File: config.mk
export PLATFORM = sky130hd
export DESIGN_NAME = read_from_reg_ctrl
export DESIGN_NICKNAME = d
export VERILOG_FILES = /design/src/rtl/fpga_mm_pkg.sv /design/src/rtl/reg_src_mux.sv /design/src/rtl/read_from_reg_ctrl.sv
export SDC_FILE = /design/constraint.sdc
export NUM_CORES = 1
export LEC_CHECK = 0
export ABC_AREA = 0
export BUFFER_PORTS_ARGS = -buffer_cell sky130_fd_sc_hd__buf_2
export CAP_MARGIN = 20
export CORE_MARGIN = 2
export CORE_UTILIZATION = 32
export CTS_CLUSTER_SIZE = 24
export DETAILED_ROUTE_END_ITERATION = 8
export PLACE_DENSITY = 0.68
export SYNTH_ARGS = -nofsm -noshare
export SYNTH_HDL_FRONTEND = slang
export SYNTH_SLANG_ARGS = --single-unit
File: constraint.sdc
create_clock -name clk -period 2.5 [get_ports clk]
set_input_delay 0.125 -clock clk [delete_from_list [all_inputs] [get_ports clk]]
set_output_delay 0.125 -clock clk [all_outputs]
set_load 0.01 [all_outputs]
File: src/rtl/fpga_mm_pkg.sv
`default_nettype none
// ============================================================================
// Module      : fpga_mm_pkg
// Description : Shared definitions for the core register access path.
//               Register select codes (common to the read and write
//               decoders) and the read controller state type.
// Revision    : 1.0 - initial release
// ============================================================================
package fpga_mm_pkg;

  localparam logic [3:0] REG_NONE = 4'd0;
  localparam logic [3:0] REG_TP1  = 4'd1;
  localparam logic [3:0] REG_TP2  = 4'd2;
  localparam logic [3:0] REG_AC   = 4'd3;
  localparam logic [3:0] REG_DR   = 4'd4;

  typedef enum logic [1:0] {
    ST_IDLE    = 2'd0,
    ST_WAIT_AC = 2'd1,
    ST_HOLD    = 2'd2
  } rd_state_t;

  // True for the four codes that name a real register.
  function automatic logic is_legal_sel(input logic [3:0] sel);
    return (sel == REG_TP1) || (sel == REG_TP2) ||
           (sel == REG_AC)  || (sel == REG_DR);
  endfunction

endpackage
`default_nettype wire

File: src/rtl/reg_src_mux.sv
`default_nettype none
// ============================================================================
// Module      : reg_src_mux
// Description : Combinational source selector for the read controller.
//               Routes the register named by sel_i onto data_o and flags
//               whether the code is a legal register select.
// Ports       : sel_i    - 4-bit register select code
//               tp1_i .. dr_i - core register contents
//               data_o   - selected register (zero for illegal codes)
//               legal_o  - 1 when sel_i names TP1, TP2, AC or DR
// Revision    : 1.0 - initial release
// ============================================================================
module reg_src_mux
  import fpga_mm_pkg::*;
#(
  parameter int DATA_W = 8
) (
  input  logic [3:0]        sel_i,
  input  logic [DATA_W-1:0] tp1_i,
  input  logic [DATA_W-1:0] tp2_i,
  input  logic [DATA_W-1:0] ac_i,
  input  logic [DATA_W-1:0] dr_i,
  output logic [DATA_W-1:0] data_o,
  output logic              legal_o
);

  always_comb begin
    data_o  = '0;
    legal_o = is_legal_sel(sel_i);
    case (sel_i)
      REG_TP1: data_o = tp1_i;
      REG_TP2: data_o = tp2_i;
      REG_AC:  data_o = ac_i;
      REG_DR:  data_o = dr_i;
      default: data_o = '0;
    endcase
  end

endmodule
`default_nettype wire

File: src/rtl/read_from_reg_ctrl.sv
`default_nettype none
// ============================================================================
// Module      : read_from_reg_ctrl
// Description : Read-side register access controller. Captures the core
//               register chosen by reg_select into a registered bus word
//               and holds it (bus_valid) until the consumer acks it.
//               Reads of AC are deferred while the ALU is updating AC.
// Ports       : clk, rst     - clock, synchronous active-high reset
//               reg_select   - 1=TP1 2=TP2 3=AC 4=DR, other codes illegal
//               rd_req       - read request (taken only when rd_ready=1)
//               rd_ready     - request can be accepted this cycle
//               tp1_q..dr_q  - core register contents
//               ac_busy      - AC is being written, do not sample it
//               bus_data     - captured read data
//               bus_valid    - bus_data holds a captured value
//               bus_ack      - consumer takes bus_data this cycle
//               rd_err       - one-cycle pulse for an accepted illegal code
//               rd_count     - completed reads
// Config      : READ_STATS_EN - when defined, rd_count is a wrapping 16-bit
//               count of acked reads; otherwise it is tied to zero.
// Revision    : 1.0 - initial release
// ============================================================================
module read_from_reg_ctrl
  import fpga_mm_pkg::*;
#(
  parameter int DATA_W = 8
) (
  input  logic              clk,
  input  logic              rst,
  input  logic [3:0]        reg_select,
  input  logic              rd_req,
  output logic              rd_ready,
  input  logic [DATA_W-1:0] tp1_q,
  input  logic [DATA_W-1:0] tp2_q,
  input  logic [DATA_W-1:0] ac_q,
  input  logic [DATA_W-1:0] dr_q,
  input  logic              ac_busy,
  output logic [DATA_W-1:0] bus_data,
  output logic              bus_valid,
  input  logic              bus_ack,
  output logic              rd_err,
  output logic [15:0]       rd_count
);

  rd_state_t         state_q, state_d;
  logic [3:0]        sel_q, sel_d;
  logic [DATA_W-1:0] data_q, data_d;
  logic              valid_q, valid_d;
  logic              err_q, err_d;

  logic [3:0]        mux_sel;
  logic [DATA_W-1:0] mux_data;
  logic              mux_legal;
  logic              accept;
  logic              hold_ack;

  assign hold_ack = (state_q == ST_HOLD) && bus_ack;
  assign rd_ready = (state_q == ST_IDLE) || hold_ack;
  assign accept   = rd_req && rd_ready;

  // While waiting on AC the latched select (always AC) drives the mux, so
  // the deferred capture takes ac_q through the same path as a normal read.
  assign mux_sel = (state_q == ST_WAIT_AC) ? sel_q : reg_select;

  reg_src_mux #(
    .DATA_W (DATA_W)
  ) u_src_mux (
    .sel_i   (mux_sel),
    .tp1_i   (tp1_q),
    .tp2_i   (tp2_q),
    .ac_i    (ac_q),
    .dr_i    (dr_q),
    .data_o  (mux_data),
    .legal_o (mux_legal)
  );

  always_comb begin
    state_d = state_q;
    sel_d   = sel_q;
    data_d  = data_q;
    valid_d = valid_q;
    err_d   = 1'b0;

    case (state_q)
      ST_WAIT_AC: begin
        if (!ac_busy) begin
          data_d  = mux_data;
          valid_d = 1'b1;
          state_d = ST_HOLD;
        end
      end
      default: begin
        // IDLE or HOLD: an ack retires the held word; a same-cycle accept
        // below overrides this so back-to-back reads have no bubble.
        if (hold_ack) begin
          valid_d = 1'b0;
          state_d = ST_IDLE;
        end
        if (accept) begin
          sel_d = reg_select;
          if (!mux_legal) begin
            err_d   = 1'b1;
            valid_d = 1'b0;
            state_d = ST_IDLE;
          end else if ((reg_select == REG_AC) && ac_busy) begin
            valid_d = 1'b0;
            state_d = ST_WAIT_AC;
          end else begin
            data_d  = mux_data;
            valid_d = 1'b1;
            state_d = ST_HOLD;
          end
        end
      end
    endcase
  end

  always_ff @(posedge clk) begin
    if (rst) begin
      state_q <= ST_IDLE;
      sel_q   <= REG_NONE;
      data_q  <= '0;
      valid_q <= 1'b0;
      err_q   <= 1'b0;
    end else begin
      state_q <= state_d;
      sel_q   <= sel_d;
      data_q  <= data_d;
      valid_q <= valid_d;
      err_q   <= err_d;
    end
  end

  assign bus_data  = data_q;
  assign bus_valid = valid_q;
  assign rd_err    = err_q;

`ifdef READ_STATS_EN
  logic [15:0] rd_count_q, rd_count_d;

  // Wraps naturally from 16'hFFFF to 16'h0000.
  assign rd_count_d = hold_ack ? (rd_count_q + 16'd1) : rd_count_q;

  always_ff @(posedge clk) begin
    if (rst) begin
      rd_count_q <= 16'd0;
    end else begin
      rd_count_q <= rd_count_d;
    end
  end

  assign rd_count = rd_count_q;
`else
  assign rd_count = 16'd0;
`endif

endmodule
`default_nettype wire
==> results.sh, run 1 <==
export IMPL_status="finished clean"
export IMPL_gr_total_overflow=0
export IMPL_crit_fanout=9
export IMPL_hold_path_startpoint="tp1_q[4]"
export IMPL_crit_required_ps=2670
export IMPL_worstPathArrival_ps=2330
export IMPL_netlist_instances=104
export IMPL_worst_setup_path_start_kind="flop"
export IMPL_viasPerCell=4.90
export IMPL_antenna_found_initial=0
export IMPL_grt_usage_pct=14.0
export IMPL_postPlaceCellArea_mm2=0.00129
export IMPL_nets=198
export IMPL_diodes=0
export IMPL_cts_buffers=3
export IMPL_avgSynthCellArea_um2=10.2
export IMPL_routedWlPerCell_um=13.2
export IMPL_drv_slew=0
export IMPL_cts_setup_buffers=0
export IMPL_drtIter0Drc=97
export IMPL_area_sequential_um2=300
export IMPL_netlist_area_mm2=0.00106
export IMPL_die_w_um=61.5
export IMPL_hpwl_um=2190
export IMPL_startpoint="bus_valid"
export IMPL_multi_input_area_um2=667
export IMPL_drc=0
export IMPL_dieArea_mm2=0.00378
export IMPL_grt_pass1_vias=904
export IMPL_rrSetupSlack_ps=340
export IMPL_setup_violations=0
export IMPL_cts_tree="built"
export IMPL_vias=980
export IMPL_initial_core_util_pct=34.1
export IMPL_clock_skew_ps=0.797
export IMPL_final_cell_count_no_fill=200
export IMPL_holdCritPathClass="in -> reg"
export IMPL_place_congestion=0.699
export IMPL_cts_clk_slew_worst_paths_ps=90
export IMPL_fin_area_mm2=0.00132
export IMPL_period_share_pct=86.4
export IMPL_core_area_mm2=0.00310
export IMPL_cts_repair_resized=0
export IMPL_cts_hold_buf=0
export IMPL_rsz0062_at_grt="false"
export IMPL_power_uw=516
export IMPL_hold_viol_final=0
export IMPL_area_growth_syn_to_layout_pct=24.9
export IMPL_dr_pass1_iters=5
export IMPL_path_delay_family="multiplexers"
export IMPL_ys_seq_area_share_pct=28.4
export IMPL_fin_tns_setup_ps=0
export IMPL_drv_cap=0
export IMPL_end_kind="flop"
export IMPL_ctsHtreeMaxLevel=1
export IMPL_path_buf_inv=0
export IMPL_cp_slowest_cell="mux2i_2"
export IMPL_die_y_um=61.5
export IMPL_final_layout_size_suffix_gt1_share_pct=42.3
export IMPL_rows=20
export IMPL_critPathMaxStageDelay_ps=490
export IMPL_r2r_start="bus_valid"
export IMPL_dp_slack_ps=342
export IMPL_cts_buffer_depth=2
export IMPL_crit_chain="nand2b_4 > mux2i_2 > mux2_1 > a222oi_1 > o2bb2ai_1"
export IMPL_yosysUniqueCellTypes=33
export IMPL_timing_fmax_mhz=463
export IMPL_most_common_layout_cells="buf_2, conb_1, dfxtp_1"
export IMPL_slew_headroom_pct=52.3
export IMPL_placed_cells=196
export IMPL_ys_ff_latch=15
export IMPL_cts_sinks=15
export IMPL_final_common_cell="buf_2"
export IMPL_wl_um=2650
export IMPL_setup_ws_ps=339
export IMPL_final_util_pct=42.5
export IMPL_p_leak_nw=0.597
export IMPL_max_vdd_ir_drop_mv=0.264
export IMPL_fillers=296
export IMPL_cts_root_buffer="clkbuf_4"
export IMPL_grt_pass1_wl_um=3960
export IMPL_yosysWarnings=0
export IMPL_p_per_area_mw_per_mm2=391
export IMPL_path_class="reg -> reg"
export IMPL_whs_ps=128
export IMPL_clk_latency_ps=290
export IMPL_grt_max_degree=10
export IMPL_ant_nets=0
export IMPL_tightest_slew_ps=708
export IMPL_period_minus_slack_ps=2160
export IMPL_io_pins=68
export IMPL_portBuffers=51
-- final cells by class --
type,instances,area share (%)
clock inverter,1,0.379
sequential,15,22.7
tap,44,4.17
multi-input combinational,83,50.5
inverter,2,0.569
clock buffer,3,1.71
timing repair buffer,52,19.9
-- where the power goes --
part | total [mW] | internal [mW] | leakage [nW] | switching [mW]
logic | 0.122 | 0.0588 | 0.458 | 0.0637
registers | 0.254 | 0.247 | 0.122 | 0.00723
clock network | 0.140 | 0.0595 | 0.0177 | 0.0802
total | 0.516 | 0.365 | 0.597 | 0.151
-- synthesized netlist by cell type, drive strengths merged --
| cell type | instances | area, um2 |
|---|---|---|
| a211oi | 1 | 20.0 |
| a21oi | 3 | 15.0 |
| o31ai | 2 | 20.0 |
| buf | 19 | 139 |
| o211ai | 1 | 21.3 |
| o21ai | 2 | 10.0 |
| nor3b | 4 | 40.0 |
| mux2i | 5 | 53.8 |
| dfxtp | 15 | 300 |
| or4b | 2 | 20.0 |
| conb | 1 | 3.75 |
| mux2 | 9 | 105 |
| and2 | 1 | 6.26 |
| a222oi | 8 | 80.1 |
| nand2 | 3 | 11.3 |
| inv | 2 | 7.51 |
| nand2b | 3 | 26.3 |
| and3 | 1 | 6.26 |
| or4bb | 1 | 11.3 |
| o2bb2ai | 8 | 70.1 |
| o41ai | 1 | 16.3 |
| nor2 | 7 | 26.3 |
| a21boi | 1 | 18.8 |
| nand3b | 1 | 7.51 |
| and2b | 2 | 15.0 |
| nor2b | 1 | 6.26 |
-- path summary, 6_finish.rpt --
check	endpoint	cells past startpoint
setup / recovery	bus_data[1]	5
hold / removal	bus_data[4]	3
setup reg to reg	bus_data[1]	5
hold reg to reg	bus_data[0]	1
-- registers in the layout (all words and copies together), names as in the netlist --
register and count:
bus_data 8, sel_q 4, bus_valid 1, rd_err 1, state_q 1
-- worst register-to-register path: cells and delay by family (launching register included) --
kind,cells,cell delay [ps]
AOI/OAI and AO/OA,2,490
DFF,1,460
muxes,2,870
and+or+nand+nor,1,220
-- per-layer routing --
metal  share of wire (%)  routed length (um)  global-route usage [%]
met2                  53                1410                    23.3
met4                 1.7                  46                    8.21
met3                 3.7                  98                    1.47
met1                  41                1090                    17.4
met5                   0                   0                       0
-- cell families after synthesis --
group	after synthesis	share of synthesized area, %
and+or+nand+nor	26	16.7
AOI/OAI and AO/OA	27	25.7
buffers and inverters	21	13.8
muxes	14	15.0
other	1	0.355
DFF	15	28.4
(Power assumes the default switching activity.)
==> run 2: changes to the inputs <==
CORE_ASPECT_RATIO = 1.2   (was default)
GPL_TIMING_DRIVEN = 0   (was default)
PLACE_DENSITY = default   (was 0.68)
==> run 2 against run 1 <==
Compared with the run above:
- sequential power barely moved
- sequential share of layout area is 1.8 points lower
- global-route usage up 0.28 points
- setup slack worse by 15 ps
- critical path type unchanged
==> results.sh, run 2 (same netlist as run 1, synthesis figures left out) <==
export IMPL_status="finished clean"
export IMPL_cts_tree="built"
export IMPL_period_share_pct=87.1
export IMPL_final_common_cell="buf_2"
export IMPL_drv_cap=0
export IMPL_max_vdd_ir_drop_mv=0.247
export IMPL_worst_setup_path_start_kind="flop"
export IMPL_dr_pass1_iters=4
export IMPL_die_y_um=67.0
export IMPL_initial_core_util_pct=34.0
export IMPL_grt_max_degree=10
export IMPL_gr_total_overflow=0
export IMPL_drtIter0Drc=55
export IMPL_sw_frac_of_total_pct=27.9
export IMPL_internal_power_uw=383
export IMPL_r2r_cells=5
export IMPL_dieArea_mm2=0.00378
export IMPL_fillers=314
export IMPL_grt_use_met2_pct=24.1
export IMPL_path_class="reg -> reg"
export IMPL_rrSetupSlack_ps=320
export IMPL_fin_tns_setup_ps=0
export IMPL_critPathMaxStageDelay_ps=520
export IMPL_whs_path_depth=3
export IMPL_ant_nets=0
export IMPL_cp_slowest_cell="mux2i_2"
export IMPL_vias=994
export IMPL_setup_ws_ps=324
export IMPL_switchingPower_uw=148
export IMPL_grt_usage_pct=14.3
export IMPL_grt_pass1_vias=958
export IMPL_antenna_found_initial=0
export IMPL_worstPathArrival_ps=2340
export IMPL_tightest_slew_ps=804
export IMPL_hold_viol_final=0
export IMPL_grt_met1_usage_pct=16.7
export IMPL_wl_um=2580
export IMPL_ctsHtreeMaxLevel=1
export IMPL_busiest_layer="met2"
export IMPL_holdCritPathClass="in -> reg"
export IMPL_crit_fanout=9
export IMPL_seq_power_share_pct=47.7
export IMPL_diodes=0
export IMPL_placed_cells=205
export IMPL_final_layout_size_suffix_gt1_share_pct=46.8
export IMPL_viasPerCell=4.76
export IMPL_io_pins=68
export IMPL_grt_pass1_wl_um=4290
export IMPL_clk_latency_ps=280
export IMPL_portBuffers=50
export IMPL_drv_slew=0
export IMPL_crit_chain="nand2b_4 > mux2i_2 > mux2_1 > a222oi_1 > o2bb2ai_1"
export IMPL_core_area_mm2=0.00311
export IMPL_cts_root_buffer="clkbuf_4"
export IMPL_cts_buffer_depth=2
export IMPL_clkPwrFrac_pct=25.7
export IMPL_rsz0062_at_grt="false"
export IMPL_cts_hold_buf=0
export IMPL_period_minus_slack_ps=2180
export IMPL_final_cell_count_no_fill=209
export IMPL_end_kind="flop"
export IMPL_die_w_um=56.5
export IMPL_cts_sinks=15
export IMPL_cts_repair_resized=0
export IMPL_timing_fmax_mhz=459
export IMPL_drc=0
export IMPL_routedWlPerCell_um=12.3
export IMPL_rows=22
export IMPL_nets=215
export IMPL_clock_skew_ps=6.10
export IMPL_crit_required_ps=2660
export IMPL_whs_ps=133
export IMPL_cts_clk_slew_worst_paths_ps=90
export IMPL_cts_buffers=3
export IMPL_place_congestion=0.848
export IMPL_largest_reg_flops=8
export IMPL_hpwl_um=2180
export IMPL_most_common_layout_cells="buf_2, buf_4, conb_1"
export IMPL_cts_setup_buffers=0
export IMPL_p_leak_nw=0.685
export IMPL_slew_headroom_pct=45.8
export IMPL_power_frac_comb_pct=26.6
export IMPL_area_growth_syn_to_layout_pct=35.7
export IMPL_p_per_area_mw_per_mm2=370
export IMPL_fin_area_mm2=0.00144
export IMPL_dp_slack_ps=324
export IMPL_postPlaceCellArea_mm2=0.00141
export IMPL_setup_violations=0
export IMPL_grt_util_met3_pct=4.27
==> run 2: changes by cell type in the layout (fill, tap and decap cells not counted), sizes merged <==
cell    delta
clkbuf     +1
buf       +17
clkinv     -1
==> run 2: worst max-delay path: cells and delay by family (launching register included) <==
family	cells	cell delay, ps
AO/OA/AOI/OAI	2	460
flip-flops	1	470
multiplexers	2	910
AND/OR/NAND/NOR	1	220
==> run 2: stage by stage <==
step	power [mW]	util [%]
global route	0.568	46.1
finish	0.531	46.1
detailed placement	0.400	45.3
floorplan	0.349	-
global placement	0.396	45.3
CTS	0.539	46.1
==> run 2: worst paths after layout <==
kind                               startpoint          end
worst min register to register    bus_data[7]  bus_data[7]
worst max register to register      bus_valid  bus_data[2]
worst max-delay path                bus_valid  bus_data[2]
worst min-delay path            reg_select[3]     sel_q[3]
==> run 2: per-layer routing <==
layer	wire length (um)	share of wire, %
met1	1070	42
met3	311	12
met4	32	1.2
met2	1160	45
met5	0	0
==> run 2: power by group through the flow <==
stage               clock network, mW  registers (mW)  logic (mW)
CTS                             0.144           0.254       0.141
finish                          0.136           0.254       0.141
global route                    0.158           0.255       0.155
detailed placement                  0           0.259       0.141
floorplan                           0           0.259      0.0893
global placement                    0           0.259       0.137
==> run 2: cell type report <==
cell class	instances	area, um2	area share, %
Tap cell	36	45.0	3.14
Buffer	19	139	9.68
Sequential cell	15	300	20.9
Timing Repair Buffer	50	250	17.4
Clock buffer	4	26.3	1.83
Multi-Input combinational cell	83	667	46.5
Inverter	2	7.51	0.523
==> run 3: changes to the inputs <==
SYNTH_HIERARCHICAL = 1   (was default)
==> run 3 against run 2 <==
Compared with the run above:
- via count increased by 6.3%
- largest power group unchanged
- sequential power is essentially flat
- sequential share of layout area decreased by 1.2 points
- synthesized cell count rose by 21%
- critical endpoint is now bus_data[0]
- clock-buffer cell count unchanged
- worst hold slack improved by 20 ps
- fmax fell by 2.2%
- die area rose by 5.5%
- utilization fell by 0.52 points
- non-clock buffer count is 4 higher
- highest routed layer unchanged
==> results.sh, run 3 <==
export IMPL_status="finished clean"
export IMPL_drtIter0Drc=58
export IMPL_path_class="reg -> reg"
export IMPL_die_w_um=58
export IMPL_cts_sinks=15
export IMPL_period_minus_slack_ps=2220
export IMPL_synth_top_area_share_pct=26.8
export IMPL_final_common_cell="buf_2"
export IMPL_power_frac_comb_pct=26.4
export IMPL_synthAdderAreaFrac_pct=0
export IMPL_internal_power_uw=446
export IMPL_synth_top_family_by_area="multiplexers"
export IMPL_most_common_layout_cells="buf_2, mux2i_1, nand2b_1"
export IMPL_avgSynthCellArea_um2=8.89
export IMPL_grt_max_degree=11
export IMPL_cts_root_buffer="clkbuf_8"
export IMPL_gr_total_overflow=0
export IMPL_synth_compound_area_share_pct=14.3
export IMPL_synth_mux_area_share_pct=21.9
export IMPL_drv_slew=0
export IMPL_path_delay_family="simple AND/OR/NAND/NOR gates"
export IMPL_netlist_area_mm2=0.00112
export IMPL_worstPathArrival_ps=2340
export IMPL_netlist_instances=126
export IMPL_period_share_pct=89.0
export IMPL_routedWlPerCell_um=11.6
export IMPL_clk_latency_ps=240
export IMPL_io_pins=68
export IMPL_antenna_found_initial=0
export IMPL_grt_usage_pct=13.2
export IMPL_grt_pass1_vias=950
export IMPL_synth_most_common_cell="mux2i_1"
export IMPL_final_layout_size_suffix_gt1_share_pct=40.8
export IMPL_synthArstFlopShare_pct=0
export IMPL_ys_ff_latch=15
export IMPL_cts_tree="built"
export IMPL_area_growth_syn_to_layout_pct=36.0
export IMPL_crit_top_cell="nor2_1"
export IMPL_cts_buffers=3
export IMPL_seq_power_share_pct=41.3
export IMPL_cts_setup_buffers=0
export IMPL_cts_clk_slew_worst_paths_ps=60
export IMPL_ant_nets=0
export IMPL_rows=23
export IMPL_end_kind="flop"
export IMPL_ctsHtreeMaxLevel=1
export IMPL_cts_buffer_depth=2
export IMPL_initial_core_util_pct=33.5
export IMPL_wl_um=2700
export IMPL_core_area_mm2=0.00334
export IMPL_cts_hold_buf=0
export IMPL_clock_skew_ps=0.883
export IMPL_synthFlopType="dfxtp_1"
export IMPL_timing_fmax_mhz=450
export IMPL_path_buf_inv=1
export IMPL_p_per_area_mw_per_mm2=400
export IMPL_crit_required_ps=2620
export IMPL_grt_pass1_wl_um=4050
export IMPL_dr_pass1_iters=4
export IMPL_yosysUniqueCellTypes=27
export IMPL_largest_reg_flops=8
export IMPL_switchingPower_uw=164
export IMPL_worst_setup_path_start_kind="flop"
export IMPL_place_congestion=0.770
export IMPL_die_y_um=68.8
export IMPL_yosysTopAreaCell="dfxtp_1"
export IMPL_sw_frac_of_total_pct=26.9
export IMPL_diodes=0
export IMPL_hold_viol_final=0
export IMPL_drv_cap=0
export IMPL_nets=238
export IMPL_ys_seq_area_share_pct=26.8
export IMPL_cp_slowest_cell="dfxtp_1"
export IMPL_holdCritPathClass="in -> reg"
export IMPL_synth_area_top_cells="dfxtp_1, mux2i_1, buf_4"
export IMPL_viasPerCell=4.54
export IMPL_portBuffers=51
export IMPL_setup_violations=0
export IMPL_yosysWarnings=6
export IMPL_synth_xor_area_share_pct=0.782
export IMPL_crit_chain="nand2b_1 > mux2_2 > buf_6 > nor2_1 > xor2_1 > nor2_1 > a31oi_4 > mux2i_1"
export IMPL_vias=1057
export IMPL_synth_edff_count=0
export IMPL_cts_repair_resized=0
export IMPL_synth_common_cells="mux2i_1, nand2b_1, buf_4"
export IMPL_power_uw=609
export IMPL_synth_simple_area_share_pct=21.5
export IMPL_crit_fanout=10
export IMPL_rsz0062_at_grt="false"
export IMPL_hpwl_um=2250
export IMPL_whs_ps=153
export IMPL_drc=0
export IMPL_p_leak_nw=0.788
export IMPL_dieArea_mm2=0.00399
export IMPL_clkPwrFrac_pct=32.3
export IMPL_max_vdd_ir_drop_mv=0.242
export IMPL_fin_tns_setup_ps=0
export IMPL_critPathMaxStageDelay_ps=390
[run 3: cell types whose count changed in the layout (fill, tap and decap cells not counted), moves of 8 or more]
| cell | delta |
|---|---|
| mux2_1 | -8 |
| o22ai_1 | +8 |
| a22oi_1 | +8 |
| nand2b_1 | +16 |
| a222oi_1 | -8 |
| o2bb2ai_1 | -8 |
| mux2i_1 | +16 |
[run 3: routing by layer]
layer | part of all wire [%] | wire length, um | vias up | track usage [%]
met5 | 0 | 0 | - | 0
met4 | 1.0 | 27 | 0 | 6.98
met3 | 5.8 | 157 | 2 | 1.49
met2 | 50 | 1350 | 34 | 23.0
met1 | 43 | 1160 | 471 | 15.8
li1 | - | - | 550 | -
[run 3: cells by family after synthesis]
family | after synthesis
flip-flops | 15
AND/OR/NAND/NOR | 41
multiplexers | 24
XOR/XNOR | 1
AO/OA/AOI/OAI | 22
other | 1
buffers and inverters | 22
[run 3: worst register-to-register path: stages, from the launching register on]
cell and delay (ps):
dfxtp_1 390, nand2b_1 260, mux2_2 390, buf_6 160
nor2_1 110, xor2_1 70, nor2_1 300, a31oi_4 250
mux2i_1 170
[run 3: final timing paths]
| check | from | to | slack, ps | cells after the start |
|---|---|---|---|---|
| hold / removal | reg_select[1] | sel_q[1] | 150 | 3 |
| setup / recovery | state_q[1] | bus_data[0] | 280 | 8 |
| hold reg to reg | bus_data[5] | bus_data[5] | 470 | 2 |
| setup reg to reg | state_q[1] | bus_data[0] | 280 | 8 |
[run 3: final cells by class]
class,instances,area (um2)
Clock buffer,4,45.0
Tap cell,37,46.3
Multi-Input combinational cell,104,714
Buffer,22,161
Sequential cell,15,300
Timing Repair Buffer,51,255
Fill cell,356,1820
[run 3: stage by stage]
stage	util (%)	cells	setup slack [ps]	instance area (um2)
after global routing	45.6	233	99.7	1520
final	45.6	233	276	1520
after global placement	44.3	229	309	1480
after detailed placement	44.3	229	282	1480
after CTS	45.6	233	257	1520
after floorplan	-	141	442	1180
[run 3: power groups by stage]
stage / logic, mW / registers, mW / clock network [mW]
2_1_floorplan: 0.106 / 0.258 / 0
3_3_place_gp: 0.158 / 0.257 / 0
3_5_place_dp: 0.159 / 0.257 / 0
4_1_cts: 0.160 / 0.252 / 0.204
5_1_grt: 0.176 / 0.253 / 0.217
6_report: 0.161 / 0.252 / 0.197
